## config.mk

```make
export PLATFORM = sky130hd
export DESIGN_NAME = freq_div_meter_flat
export DESIGN_NICKNAME = d
export VERILOG_FILES = /design/src/rtl/freq_div_pkg.sv /design/src/rtl/freq_div_meter_if.sv /design/src/rtl/freq_div_meter_edge_sync_det.sv /design/src/rtl/freq_div_meter.sv /design/src/flat_wrapper.sv
export SDC_FILE = /design/constraint.sdc
export NUM_CORES = 1
export LEC_CHECK = 0
export CORE_ASPECT_RATIO = 1.1
export CORE_MARGIN = 5
export CORE_UTILIZATION = 48
export CTS_CLUSTER_SIZE = 24
export DETAILED_ROUTE_END_ITERATION = 6
export GPL_TIMING_DRIVEN = 0
export PLACE_DENSITY = 0.74
export SYNTH_ARGS = -nofsm -noshare
export SYNTH_HDL_FRONTEND = slang
export SYNTH_HIERARCHICAL = 1
export SYNTH_SLANG_ARGS = --single-unit
```

## constraint.sdc

```tcl
create_clock -name clk -period 1.5 [get_ports clk]
set_input_delay 0.3 -clock clk [delete_from_list [all_inputs] [get_ports clk]]
set_output_delay 0.3 -clock clk [all_outputs]
set_load 0.02 [all_outputs]
```

## src/rtl/freq_div_pkg.sv

```systemverilog
// Shared types and constants for the divided-clock period/high-time meter.
package freq_div_pkg;

  typedef enum logic [1:0] {
    IDLE      = 2'd0,
    WAIT_EDGE = 2'd1,
    MEASURE   = 2'd2
  } state_t;

  localparam int CNT_W_DEF   = 8;
  localparam int MAX_CNT_DEF = (1 << CNT_W_DEF) - 1;

  // Largest count a w-bit counter may reach before a period is declared lost.
  function automatic int max_count(input int w);
    return (1 << w) - 1;
  endfunction

endpackage

```

## src/rtl/freq_div_meter_if.sv

```systemverilog
// Control/result bundle between a meter and its user; the user side drives enable and div_in.
interface freq_div_meter_if
  import freq_div_pkg::*;
#(
  parameter int CNT_W = CNT_W_DEF
);
  logic             enable;
  logic             div_in;
  logic             edge_rise;
  logic [CNT_W-1:0] period_o;
  logic [CNT_W-1:0] high_o;
  logic             meas_valid;
  logic             timeout;

  modport master (
    output enable, div_in,
    input  edge_rise, period_o, high_o, meas_valid, timeout
  );

  modport slave (
    input  enable, div_in,
    output edge_rise, period_o, high_o, meas_valid, timeout
  );
endinterface

```

## src/rtl/freq_div_meter_edge_sync_det.sv

```systemverilog
// Sampling front end: optional 2-flop synchroniser (FREQ_METER_SYNC_EN), history flop and rise detect.
module edge_sync_det (
  input  logic clk,
  input  logic rst_n,
  input  logic div_in,
  output logic s,
  output logic rise,
  output logic edge_rise
);
  logic s_d_q, s_d_d;
  logic edge_rise_q, edge_rise_d;

`ifdef FREQ_METER_SYNC_EN
  logic sync1_q, sync1_d;
  logic sync2_q, sync2_d;

  always_comb begin
    sync1_d = div_in;
    sync2_d = sync1_q;
  end

  always_ff @(posedge clk) begin
    if (!rst_n) begin
      sync1_q <= 1'b0;
      sync2_q <= 1'b0;
    end else begin
      sync1_q <= sync1_d;
      sync2_q <= sync2_d;
    end
  end

  assign s = sync2_q;
`else
  // div_in is assumed to be generated from clk, so it is used as-is.
  assign s = div_in;
`endif

  always_comb begin
    rise        = s & ~s_d_q;
    s_d_d       = s;
    edge_rise_d = rise;
  end

  always_ff @(posedge clk) begin
    if (!rst_n) begin
      s_d_q       <= 1'b0;
      edge_rise_q <= 1'b0;
    end else begin
      s_d_q       <= s_d_d;
      edge_rise_q <= edge_rise_d;
    end
  end

  assign edge_rise = edge_rise_q;
endmodule

```

## src/rtl/freq_div_meter.sv

```systemverilog
// Measures period and high time of div_in in clk cycles between consecutive rising edges.
// Optional input synchroniser is enabled with the FREQ_METER_SYNC_EN macro.
module freq_div_meter
  import freq_div_pkg::*;
#(
  parameter int CNT_W = CNT_W_DEF
) (
  input  logic                 clk,
  input  logic                 rst_n,
  freq_div_meter_if.slave      bus
);
  localparam int               CNT_MAX_I = max_count(CNT_W);
  localparam logic [CNT_W-1:0] CNT_MAX   = CNT_MAX_I[CNT_W-1:0];
  localparam logic [CNT_W-1:0] CNT_ONE   = CNT_W'(1);

  logic s, rise, edge_rise;

  state_t           state_q, state_d;
  logic [CNT_W-1:0] cnt_q, cnt_d;
  logic [CNT_W-1:0] hcnt_q, hcnt_d;
  logic [CNT_W-1:0] period_q, period_d;
  logic [CNT_W-1:0] high_q, high_d;
  logic             valid_q, valid_d;
  logic             timeout_q, timeout_d;

  edge_sync_det u_edge (
    .clk       (clk),
    .rst_n     (rst_n),
    .div_in    (bus.div_in),
    .s         (s),
    .rise      (rise),
    .edge_rise (edge_rise)
  );

  always_ff @(posedge clk) begin
    if (!rst_n) begin
      state_q   <= IDLE;
      cnt_q     <= '0;
      hcnt_q    <= '0;
      period_q  <= '0;
      high_q    <= '0;
      valid_q   <= 1'b0;
      timeout_q <= 1'b0;
    end else begin
      state_q   <= state_d;
      cnt_q     <= cnt_d;
      hcnt_q    <= hcnt_d;
      period_q  <= period_d;
      high_q    <= high_d;
      valid_q   <= valid_d;
      timeout_q <= timeout_d;
    end
  end

  always_comb begin
    state_d = state_q;
    if (!bus.enable) begin
      state_d = IDLE;
    end else begin
      case (state_q)
        IDLE:      state_d = WAIT_EDGE;
        WAIT_EDGE: if (rise) state_d = MEASURE;
        MEASURE:   if (!rise && cnt_q == CNT_MAX) state_d = WAIT_EDGE;
        default:   state_d = IDLE;
      endcase
    end
  end

  // A rise always wins over the timeout, so a period of exactly CNT_MAX is still reported.
  always_comb begin
    cnt_d     = cnt_q;
    hcnt_d    = hcnt_q;
    period_d  = period_q;
    high_d    = high_q;
    valid_d   = 1'b0;
    timeout_d = timeout_q;
    if (!bus.enable) begin
      cnt_d     = '0;
      hcnt_d    = '0;
      timeout_d = 1'b0;
    end else begin
      case (state_q)
        WAIT_EDGE: begin
          if (rise) begin
            cnt_d  = CNT_ONE;
            hcnt_d = CNT_ONE;
          end
        end
        MEASURE: begin
          if (rise) begin
            period_d  = cnt_q;
            high_d    = hcnt_q;
            valid_d   = 1'b1;
            timeout_d = 1'b0;
            cnt_d     = CNT_ONE;
            hcnt_d    = CNT_ONE;
          end else if (cnt_q == CNT_MAX) begin
            timeout_d = 1'b1;
            cnt_d     = '0;
            hcnt_d    = '0;
          end else begin
            cnt_d = cnt_q + CNT_ONE;
            if (s) hcnt_d = hcnt_q + CNT_ONE;
          end
        end
        default: begin
          cnt_d  = '0;
          hcnt_d = '0;
        end
      endcase
    end
  end

  assign bus.edge_rise  = edge_rise;
  assign bus.period_o   = period_q;
  assign bus.high_o     = high_q;
  assign bus.meas_valid = valid_q;
  assign bus.timeout    = timeout_q;
endmodule

```

## src/flat_wrapper.sv

```systemverilog
// flat-port wrapper written by rule: the top's interface ports become plain ports
module freq_div_meter_flat import freq_div_pkg::*;
#(
  parameter int CNT_W = CNT_W_DEF
)
  (clk, rst_n, bus_enable, bus_div_in, bus_edge_rise, bus_period_o, bus_high_o, bus_meas_valid, bus_timeout);
  freq_div_meter_if #(.CNT_W(CNT_W)) bus_i ();
  input  logic clk;
  input  logic rst_n;
  input wire logic [$bits(bus_i.enable)-1:0] bus_enable;
  input wire logic [$bits(bus_i.div_in)-1:0] bus_div_in;
  output wire logic [$bits(bus_i.edge_rise)-1:0] bus_edge_rise;
  output wire logic [$bits(bus_i.period_o)-1:0] bus_period_o;
  output wire logic [$bits(bus_i.high_o)-1:0] bus_high_o;
  output wire logic [$bits(bus_i.meas_valid)-1:0] bus_meas_valid;
  output wire logic [$bits(bus_i.timeout)-1:0] bus_timeout;
  assign bus_i.enable = bus_enable;
  assign bus_i.div_in = bus_div_in;
  assign bus_edge_rise = bus_i.edge_rise;
  assign bus_period_o = bus_i.period_o;
  assign bus_high_o = bus_i.high_o;
  assign bus_meas_valid = bus_i.meas_valid;
  assign bus_timeout = bus_i.timeout;
  freq_div_meter #(.CNT_W(CNT_W)) u_core (.clk(clk), .rst_n(rst_n), .bus(bus_i));
endmodule
```

## After elaboration in Yosys (flattened, before gate mapping)

Index checks and enable logic that the tools add are counted.

- Bits in registers: 38
- Latch bits: 0
- Memory bits (writable): 0
- ROM bits: 0
- Memories: 0

- Add/sub/neg operators: 2
- $mul: 0
- Divide/modulo/power cells: 0
- Order comparisons: 0
- Equal/unequal tests: 6
- Shifts and indexed selects: 0
- Multiplexer cells: 14
- Bitwise logic cells: 2
- Reduce and logical (&&, ||, !) cells: 10

Operators by type and width:

| operator | number |
|---|---|
| 8-bit two-way mux | 6 |
| 8-bit case mux with 2 select lines | 2 |
| 8-bit by 1-bit adder with 8-bit output, second input constant | 2 |
| 8-bit == test, second input constant | 1 |
| 2-bit AND reduction | 4 |
| 2-bit case mux with 3 select lines | 1 |
| 3-bit AND reduction | 2 |
| 2-bit two-way mux | 2 |
| 2-bit by 1-bit inequality test with 1-bit output, second input constant | 2 |
| 4-bit by 2-bit inequality test with 1-bit output, second input constant | 1 |
| 1-bit two-way mux | 3 |
| 2-bit by 1-bit == test with 1-bit output, second input constant | 1 |
| 2-bit == test, second input constant | 1 |
| 2-bit zero test | 1 |
| 2-bit nonzero test | 1 |
| 1-bit AND | 1 |
| 1-bit logical AND | 1 |
| 1-bit zero test | 1 |
| 1-bit NOT | 1 |

## Logic depth before layout (Yosys ltp)

Gate-level depths: netlist of the first run.

- Word-level depth: 6
- Mapped depth: 8

## Modules after synthesis

The synthesis of the first run kept the hierarchy.

By module, submodules not included:

| module | instances | cells each | area each (µm²) | seq. area each (µm²) |
|---|---|---|---|---|
| freq_div_meter | 1 | 199 | 1635.3 | 720.7 |
| edge_sync_det | 1 | 6 | 68.8 | 40.0 |

## Worst setup path before layout of the first run

OpenSTA, ideal clock, no wires.

- Path kind: reg2reg
- Start: reg u_core.state_q[0]
- End: reg u_core.hcnt_q[6]
- Arrival: 1.545 ns
- Data required time: 1.426 ns
- Path slack: -0.119 ns
- Cell stages (with the launch flop): 9
- Buffers on the path: 2
- Cells stage by stage: dfxtp_1 -> inv_1 -> ha_1 -> clkbuf_1 -> nand2_1 -> a211oi_1 -> buf_2 -> a31oi_1 -> a31oi_1

- Longest elaborated chain between the ends: 3

RTL lines:

| element | RTL line | source |
|---|---|---|
| from (decl) | freq_div_meter.sv:18 | `state_t state_q, state_d;` |
| from (signal assigned) | freq_div_meter.sv:45 | `state_q <= state_d;` |
| 2-bit == test / 2-bit by 1-bit == test with 1-bit output (equally long branches) | freq_div_meter.sv:82 | `case (state_q)` |
| 4-bit by 2-bit inequality test with 1-bit output (no source line) / 2-bit by 1-bit inequality test with 1-bit output (equally long branches) | - |  |
| 2-bit AND reduction (no source line) | - |  |
| to (signal assigned) | freq_div_meter.sv:47 | `hcnt_q <= hcnt_d;` |
| to (decl) | freq_div_meter.sv:20 | `logic [CNT_W-1:0] hcnt_q, hcnt_d;` |

Several ways; a longest one is shown, not always the timed one.
A chain may end at the register's enable or synchronous reset.

## Worst setup path after layout of the first run

- Start: reg u_core.state_q[1]
- End: reg u_core.hcnt_q[7]

The elaborated chain is that of the path after synthesis.

==> results of run 1 <==
==> power breakdown <==
| part | switching (W) | total (W) | leakage (nW) | internal [W] |
|---|---|---|---|---|
| clock | 0.000365 | 0.000886 | 0.0554 | 0.000521 |
| combinational | 0.0000839 | 0.000170 | 0.576 | 0.0000863 |
| sequential | 0.00000716 | 0.00102 | 0.313 | 0.00101 |
==> sequential cells by signal, indices dropped and copies added, names as in the netlist <==
signal                   flops
u_core/bus.high_o            8
u_core/bus.meas_valid        1
u_core/bus.period_o          8
u_core/bus.timeout           1
u_core/cnt_q                 8
u_core/hcnt_q                8
u_core/state_q               2
u_core/u_edge/edge_rise      1
u_core/u_edge/s_d_q          1
==> worst register-to-register path: cells and delay by family (launching register included) <==
family                     cells  cell delay, ns
AOI/OAI and AO/OA              3            0.54
adders and majority gates      1            0.28
buffers and inverters          2            0.22
DFF                            1            0.40
and+or+nand+nor                1            0.06
==> layer usage <==
metal,routed length (um),vias up,track usage
met5,0,-,0
met4,59,0,0.0790
met3,220,6,0.0542
met2,1770,39,0.275
met1,1770,722,0.218
li1,-,791,-
==> through the flow <==
stage,instances,util
after floorplan,205,-
after global placement,275,0.606
after detailed placement,275,0.606
after CTS,294,0.681
after global routing,296,0.714
final,296,0.714
==> layout by cell type (no fill, tap or decap), types with 3 or more instances in the layout <==
cell type      netlist  final
a21boi_0            16     12
a21boi_1             0      4
a21oi_1              8      5
a21oi_2              0      3
a31oi_1             10      9
and3_1               6      5
buf_4                2     16
buf_6                0      4
clkbuf_4             0      5
dfxtp_1             38     28
dfxtp_2              0      6
dfxtp_4              0      4
dlygate4sd2_1        0     20
ha_4                 0      4
inv_1                5      3
nand2_1             44     42
nand2b_1             4      3
nand3_1              5      3
nand4_1              3      3
nor2_1              12     12
o21ai_0              8      7
xor2_1               3      3
==> cell type report <==
| type | instances | share of cell area |
|---|---|---|
| Multi-Input combinational cell | 151 | 0.429 |
| Clock inverter | 3 | 0.0285 |
| Tap cell | 48 | 0.0248 |
| Timing Repair Buffer | 37 | 0.129 |
| Sequential cell | 38 | 0.324 |
| Inverter | 5 | 0.00983 |
| Clock buffer | 5 | 0.0155 |
| Buffer | 9 | 0.0398 |
==> logic make-up after synthesis <==
group | count (synthesis)
fa+ha+maj | 6
xor+xnor | 5
compound gates | 52
simple gates | 88
flops | 38
buf+inv | 16
==> timing repair <==
item	CTS	global route
setup buffers	10	4
pin swaps	6	8
setup endpoints to repair	46	28
cloned	1	0
gates resized for setup	50	33
==> how the worst min path moves through the flow <==
stage | slack (ns) | depth (start not counted) | endpoint | startpoint
after floorplan | 0.42 | 1 | u_core/u_edge/s_d_q$_SDFF_PN0_ | bus_div_in
after global placement | 0.45 | 2 | u_core/bus.period_o[6]$_SDFFE_PN0P_ | u_core/bus.period_o[6]$_SDFFE_PN0P_
after detailed placement | 0.46 | 2 | u_core/bus.period_o[7]$_SDFFE_PN0P_ | u_core/bus.period_o[7]$_SDFFE_PN0P_
after CTS | 0.35 | 2 | u_core/u_edge/s_d_q$_SDFF_PN0_ | bus_div_in
after global routing | 0.36 | 2 | u_core/u_edge/s_d_q$_SDFF_PN0_ | bus_div_in
final | 0.35 | 2 | u_core/u_edge/s_d_q$_SDFF_PN0_ | bus_div_in
==> results.py, run 1 <==
metrics = {
    "floorplan": {
        "row_count": 22,
        "die_area_um2": 4840,
        "die_w_um": 66.8,
        "ios": 23,
        "die_y_um": 72.5,
        "core_um2": 3390,
        "initial_core_util": 0.503,
    },
    "route": {
        "first_iter_violations": 78,
        "drc_errors": 0,
        "drt_first_pass_iters": 4,
        "wl_per_cell_um": 12.9,
        "vias_per_cell": 5.26,
        "postRouteAntennaNets": 0,
        "vias": 1558,
        "wirelength_mm": 3.82,
    },
    "timing": {
        "clock_skew_ns": 0.00598,
        "fin_crit_ns": 1.56,
        "grt_setup_unrepaired": "yes",
        "setup_tns_ns": -0.252,
        "drv_slew": 0,
        "max_freq_mhz": 641,
        "setup_violations": 6,
        "min_period_over_period": 1.04,
        "fin_ws_ns": -0.0592,
        "worst_pin_slew_ns": 0.317,
        "hold_violations": 0,
        "worst_hold_slack_ns": 0.350,
        "slew-limit-headroom": 0.788,
    },
    "synth": {
        "avgSynthCellArea_um2": 8.31,
        "synth_edf_count": 0,
        "ys_warn_count": 6,
        "yosysTopAreaCellShare": 0.446,
        "ys.flop_type": "dfxtp_1",
        "synth_top_family_by_area": "simple AND/OR/NAND/NOR gates",
        "synth_async_sr_flop_share": 0,
        "yosysTopAreaCell": "dfxtp_1",
        "synthCells": 205,
        "synthMuxAreaShare": 0,
        "netlist_area_um2": 1700,
        "synth_xor_area_frac": 0.0257,
        "synth-compound-area-share": 0.195,
        "synth_area_leaders": "dfxtp_1 45%, nand2_1 9.7%, a21boi_0 7.0%",
        "ys_seq_area_frac": 0.446,
        "syn_nets": 215,
        "yosys.cell_types.count": 36,
        "synth_most_common_cell": "nand2_1",
        "synth-simple-area-share": 0.247,
        "synth-adder-area-share": 0.0441,
        "synthTopCellsByCount": "44 x nand2_1, 38 x dfxtp_1, 16 x a21boi_0",
        "ys_ff_latch": 38,
    },
    "place": {
        "place.gp.congestion": 0.899,
        "pre_cts_ws_ns": -0.640,
        "port-buffer-count": 22,
        "dp_hpwl_mm": 2.47,
        "placed_area_um2": 2050,
    },
    "critical_path": {
        "endpoint": "u_core/hcnt_q[7]$_SDFFE_PN0P_",
        "worst_ep_required_time_ns": 1.78,
        "crit_family": "compound AO/OA/AOI/OAI gates",
        "cp_data_arrival_time_ns": 1.84,
        "reg2reg_depth": 7,
        "rrSetupSlack_ns": -0.06,
        "path_class": "reg -> reg",
        "end_kind": "flip-flop",
        "path_buf_inv": 2,
        "path_cells": "inv_4, ha_4, nand2_4, a211oi_4, buf_6, a31oi_2, a31oi_1",
        "critPathSlowestCell": "dfxtp_4",
        "crit_fanout": 5,
        "max_stage_delay_ns": 0.40,
        "worstReg2RegStart": "u_core/state_q[1]$_SDFFE_PN0P_",
        "cp.depth": 7,
        "crit_path_start_kind": "flip-flop",
        "worst_r2r_endpoint": "u_core/hcnt_q[7]$_SDFFE_PN0P_",
        "startpoint": "u_core/state_q[1]$_SDFFE_PN0P_",
    },
    "global_routing": {
        "gr-total-overflow": 0,
        "grt_pass1_wl_mm": 6.64,
        "grt_max_degree": 14,
        "antenna_found_initial": 0,
        "grt.total_usage": 0.175,
        "grt_pass1_vias": 1519,
    },
    "layout": {
        "fin_area_um2": 2420,
        "fill_cells": 291,
        "multi_input_area_um2": 1040,
        "antenna_cells": 0,
        "fin_nets": 257,
        "register_area_um2": 783,
        "drive_gt1_frac": 0.274,
        "synthToLayoutAreaGrowth_pct": 41.9,
    },
    "outcome": {
        "status": "finished with violations",
        "violations": "setup timing",
    },
    "clock_tree": {
        "cts-root-buf": "clkbuf_4",
        "cts_buffer_depth": 2,
        "cts_buffers": 5,
        "clk_pin_slew_worst_paths_ns": 0.12,
        "cts_hold_buf": 0,
        "clkLatencyLatePin_ns": 0.35,
        "cts.sinks": 38,
        "cts_tree": "done",
        "htree_levels": 2,
    },
    "pwr": {
        "peakVddDrop_mv": 0.598,
        "power_density_nw_per_um2": 858,
        "p_leak_nw": 0.944,
        "p_total_w": 0.00207,
    },
    "min_path": {
        "min_path_type": "in -> reg",
    },
    "job": {
        "max_cap_violations": 0,
    },
}
Power figures use the tool's default switching activity.
==> run 2: changes to the inputs <==
--- a/config.mk
+++ b/config.mk
@@ -10,7 +10,6 @@
 export CORE_UTILIZATION = 48
 export CTS_CLUSTER_SIZE = 24
 export DETAILED_ROUTE_END_ITERATION = 6
-export GPL_TIMING_DRIVEN = 0
 export PLACE_DENSITY = 0.74
 export SYNTH_ARGS = -nofsm -noshare
 export SYNTH_HDL_FRONTEND = slang
==> run 2 against run 1 <==
  * The flow still finishes with violations (setup timing)
  * Sequential share of layout area shrank 0.53 points
  * First-iteration DRC count grew 32%
  * Die area is the same
  * Combinational power grew 9%
  * Final cell count grew 3.0%
  * Critical endpoint is now u_core/state_q[0]$_SDFFE_PN0P_
  * Highest routed layer unchanged
==> results.py, run 2 (synthesis gave the netlist of run 1 again) <==
metrics = {
    "outcome": {
        "status": "finished with violations",
        "violations": "setup timing",
    },
    "pwr": {
        "p_leak_nw": 0.983,
        "p_comb_frac": 0.105,
        "switching_power_w": 0.000445,
        "swShare": 0.250,
        "clockPowerShare": 0.323,
        "p_seq_frac": 0.572,
        "power_density_nw_per_um2": 734,
        "peakVddDrop_mv": 0.598,
        "internal-power_w": 0.00133,
    },
    "global_routing": {
        "grt.total_usage": 0.178,
        "grt_pass1_wl_mm": 6.71,
        "grt_pass1_vias": 1584,
        "grt_max_degree": 18,
        "gr-total-overflow": 0,
        "antenna_found_initial": 0,
    },
    "critical_path": {
        "path_class": "reg -> reg",
        "crit_fanout": 3,
        "end_kind": "flip-flop",
        "crit_path_start_kind": "flip-flop",
        "max_stage_delay_ns": 0.50,
        "path_cells": "ha_4, nand3_2, o31a_1, or4_4, a21oi_2",
        "worst_ep_required_time_ns": 1.79,
        "cp_data_arrival_time_ns": 1.86,
        "critPathSlowestCell": "or4_4",
    },
    "layout": {
        "final_common_cell": "nand2_1",
        "utilization": 0.716,
        "drive_gt1_frac": 0.268,
        "antenna_cells": 0,
        "fin_nets": 266,
        "final_cell_mix": "43 x nand2_1, 33 x dfxtp_1, 29 x buf_4, 19 x dlygate4sd2_1, 14 x a21boi_0",
        "synthToLayoutAreaGrowth_pct": 42.2,
        "fill_cells": 268,
    },
    "clock_tree": {
        "cts-root-buf": "clkbuf_4",
        "cts_tree": "done",
        "cts.sinks": 38,
        "htree_levels": 2,
        "cts_hold_buf": 0,
        "clkLatencyLatePin_ns": 0.36,
        "cts_buffers": 5,
        "cts_buffer_depth": 2,
        "clk_pin_slew_worst_paths_ns": 0.11,
    },
    "timing": {
        "fin_ws_ns": -0.0656,
        "worst_pin_slew_ns": 0.322,
        "fin_crit_ns": 1.57,
        "grt_setup_unrepaired": "yes",
        "clock_skew_ns": 0.00822,
        "setup_violations": 3,
        "slew-limit-headroom": 0.785,
        "setup_tns_ns": -0.134,
        "hold_violations": 0,
        "drv_slew": 0,
        "min_period_over_period": 1.04,
        "max_freq_mhz": 639,
    },
    "route": {
        "postRouteAntennaNets": 0,
        "vias": 1645,
        "drt_first_pass_iters": 5,
        "wirelength_mm": 4.34,
        "wl_per_cell_um": 14.2,
        "first_iter_violations": 103,
        "drc_errors": 0,
        "vias_per_cell": 5.39,
    },
    "place": {
        "port-buffer-count": 22,
        "place.gp.congestion": 0.875,
        "pre_cts_ws_ns": -0.404,
        "dp_hpwl_mm": 2.83,
    },
    "floorplan": {
        "die_y_um": 72.5,
        "ios": 23,
        "die_area_um2": 4840,
        "die_w_um": 66.8,
        "initial_core_util": 0.503,
        "core_um2": 3390,
        "row_count": 22,
    },
    "job": {
        "max_cap_violations": 0,
    },
    "min_path": {
        "min_path_type": "in -> reg",
    },
}
run 2: layer usage:
| layer | up-vias | GRT usage | part of all wire |
|---|---|---|---|
| li1 | 811 | - | - |
| met4 | 0 | 0.0971 | 0.026 |
| met1 | 759 | 0.213 | 0.42 |
| met2 | 66 | 0.283 | 0.49 |
| met3 | 9 | 0.0542 | 0.067 |
| met5 | - | 0 | 0 |
run 2: repair_timing:
action | in CTS | in global routing
endpoints found under the hold margin | 0 | 0
endpoints found under the setup margin | 34 | 29
buffers inserted | 1 | 4
pin swaps | 2 | 10
resized for setup | 27 | 27
cloned | 1 | 0
run 2: final cells by class:
cell class,count,area [um2],area share
Inverter,5,21.3,0.00878
Tap cell,48,60.1,0.0248
Timing Repair Buffer,55,479,0.198
Clock inverter,2,11.3,0.00465
Multi-Input combinational cell,151,1030,0.424
Sequential cell,38,772,0.319
Clock buffer,6,51.3,0.0212
run 2: metrics by stage:
stage,cells,total power (W),hold WS (ns),cell area (um2)
3_3_place_gp,291,0.00116,0.451,2190
2_1_floorplan,205,0.00112,0.422,1770
5_1_grt,305,0.00187,0.338,2420
4_1_cts,301,0.00174,0.469,2270
3_5_place_dp,291,0.00117,0.455,2190
6_report,305,0.00178,0.322,2420
run 2: critical path, delay by kind of cell (launching register included):
kind / cells / cell delay [ns]
AOI/OAI and AO/OA: 2 / 0.41
and+or+nand+nor: 2 / 0.58
adders and majority gates: 1 / 0.14
DFF: 1 / 0.37
run 2: path summary, 6_finish.rpt:
check | startpoint | to | slack, ns | depth (start not counted)
worst min-delay path | bus_div_in | u_core/u_edge/s_d_q$_SDFF_PN0_ | 0.32 | 3
worst min register to register | u_core/bus.high_o[5]$_SDFFE_PN0P_ | u_core/bus.high_o[5]$_SDFFE_PN0P_ | 0.47 | 2
worst max register to register | u_core/cnt_q[1]$_SDFFE_PN0P_ | u_core/state_q[0]$_SDFFE_PN0P_ | -0.07 | 5
worst max-delay path | u_core/cnt_q[1]$_SDFFE_PN0P_ | u_core/state_q[0]$_SDFFE_PN0P_ | -0.07 | 5
run 2: power groups by stage:
stage	clock (W)	sequential [W]	combinational (W)
finish	0.000575	0.00102	0.000186
global route	0.000646	0.00102	0.000199
CTS	0.000584	0.00102	0.000136
detailed placement	0	0.00104	0.000130
global placement	0	0.00104	0.000124
floorplan	0	0.00104	0.0000787
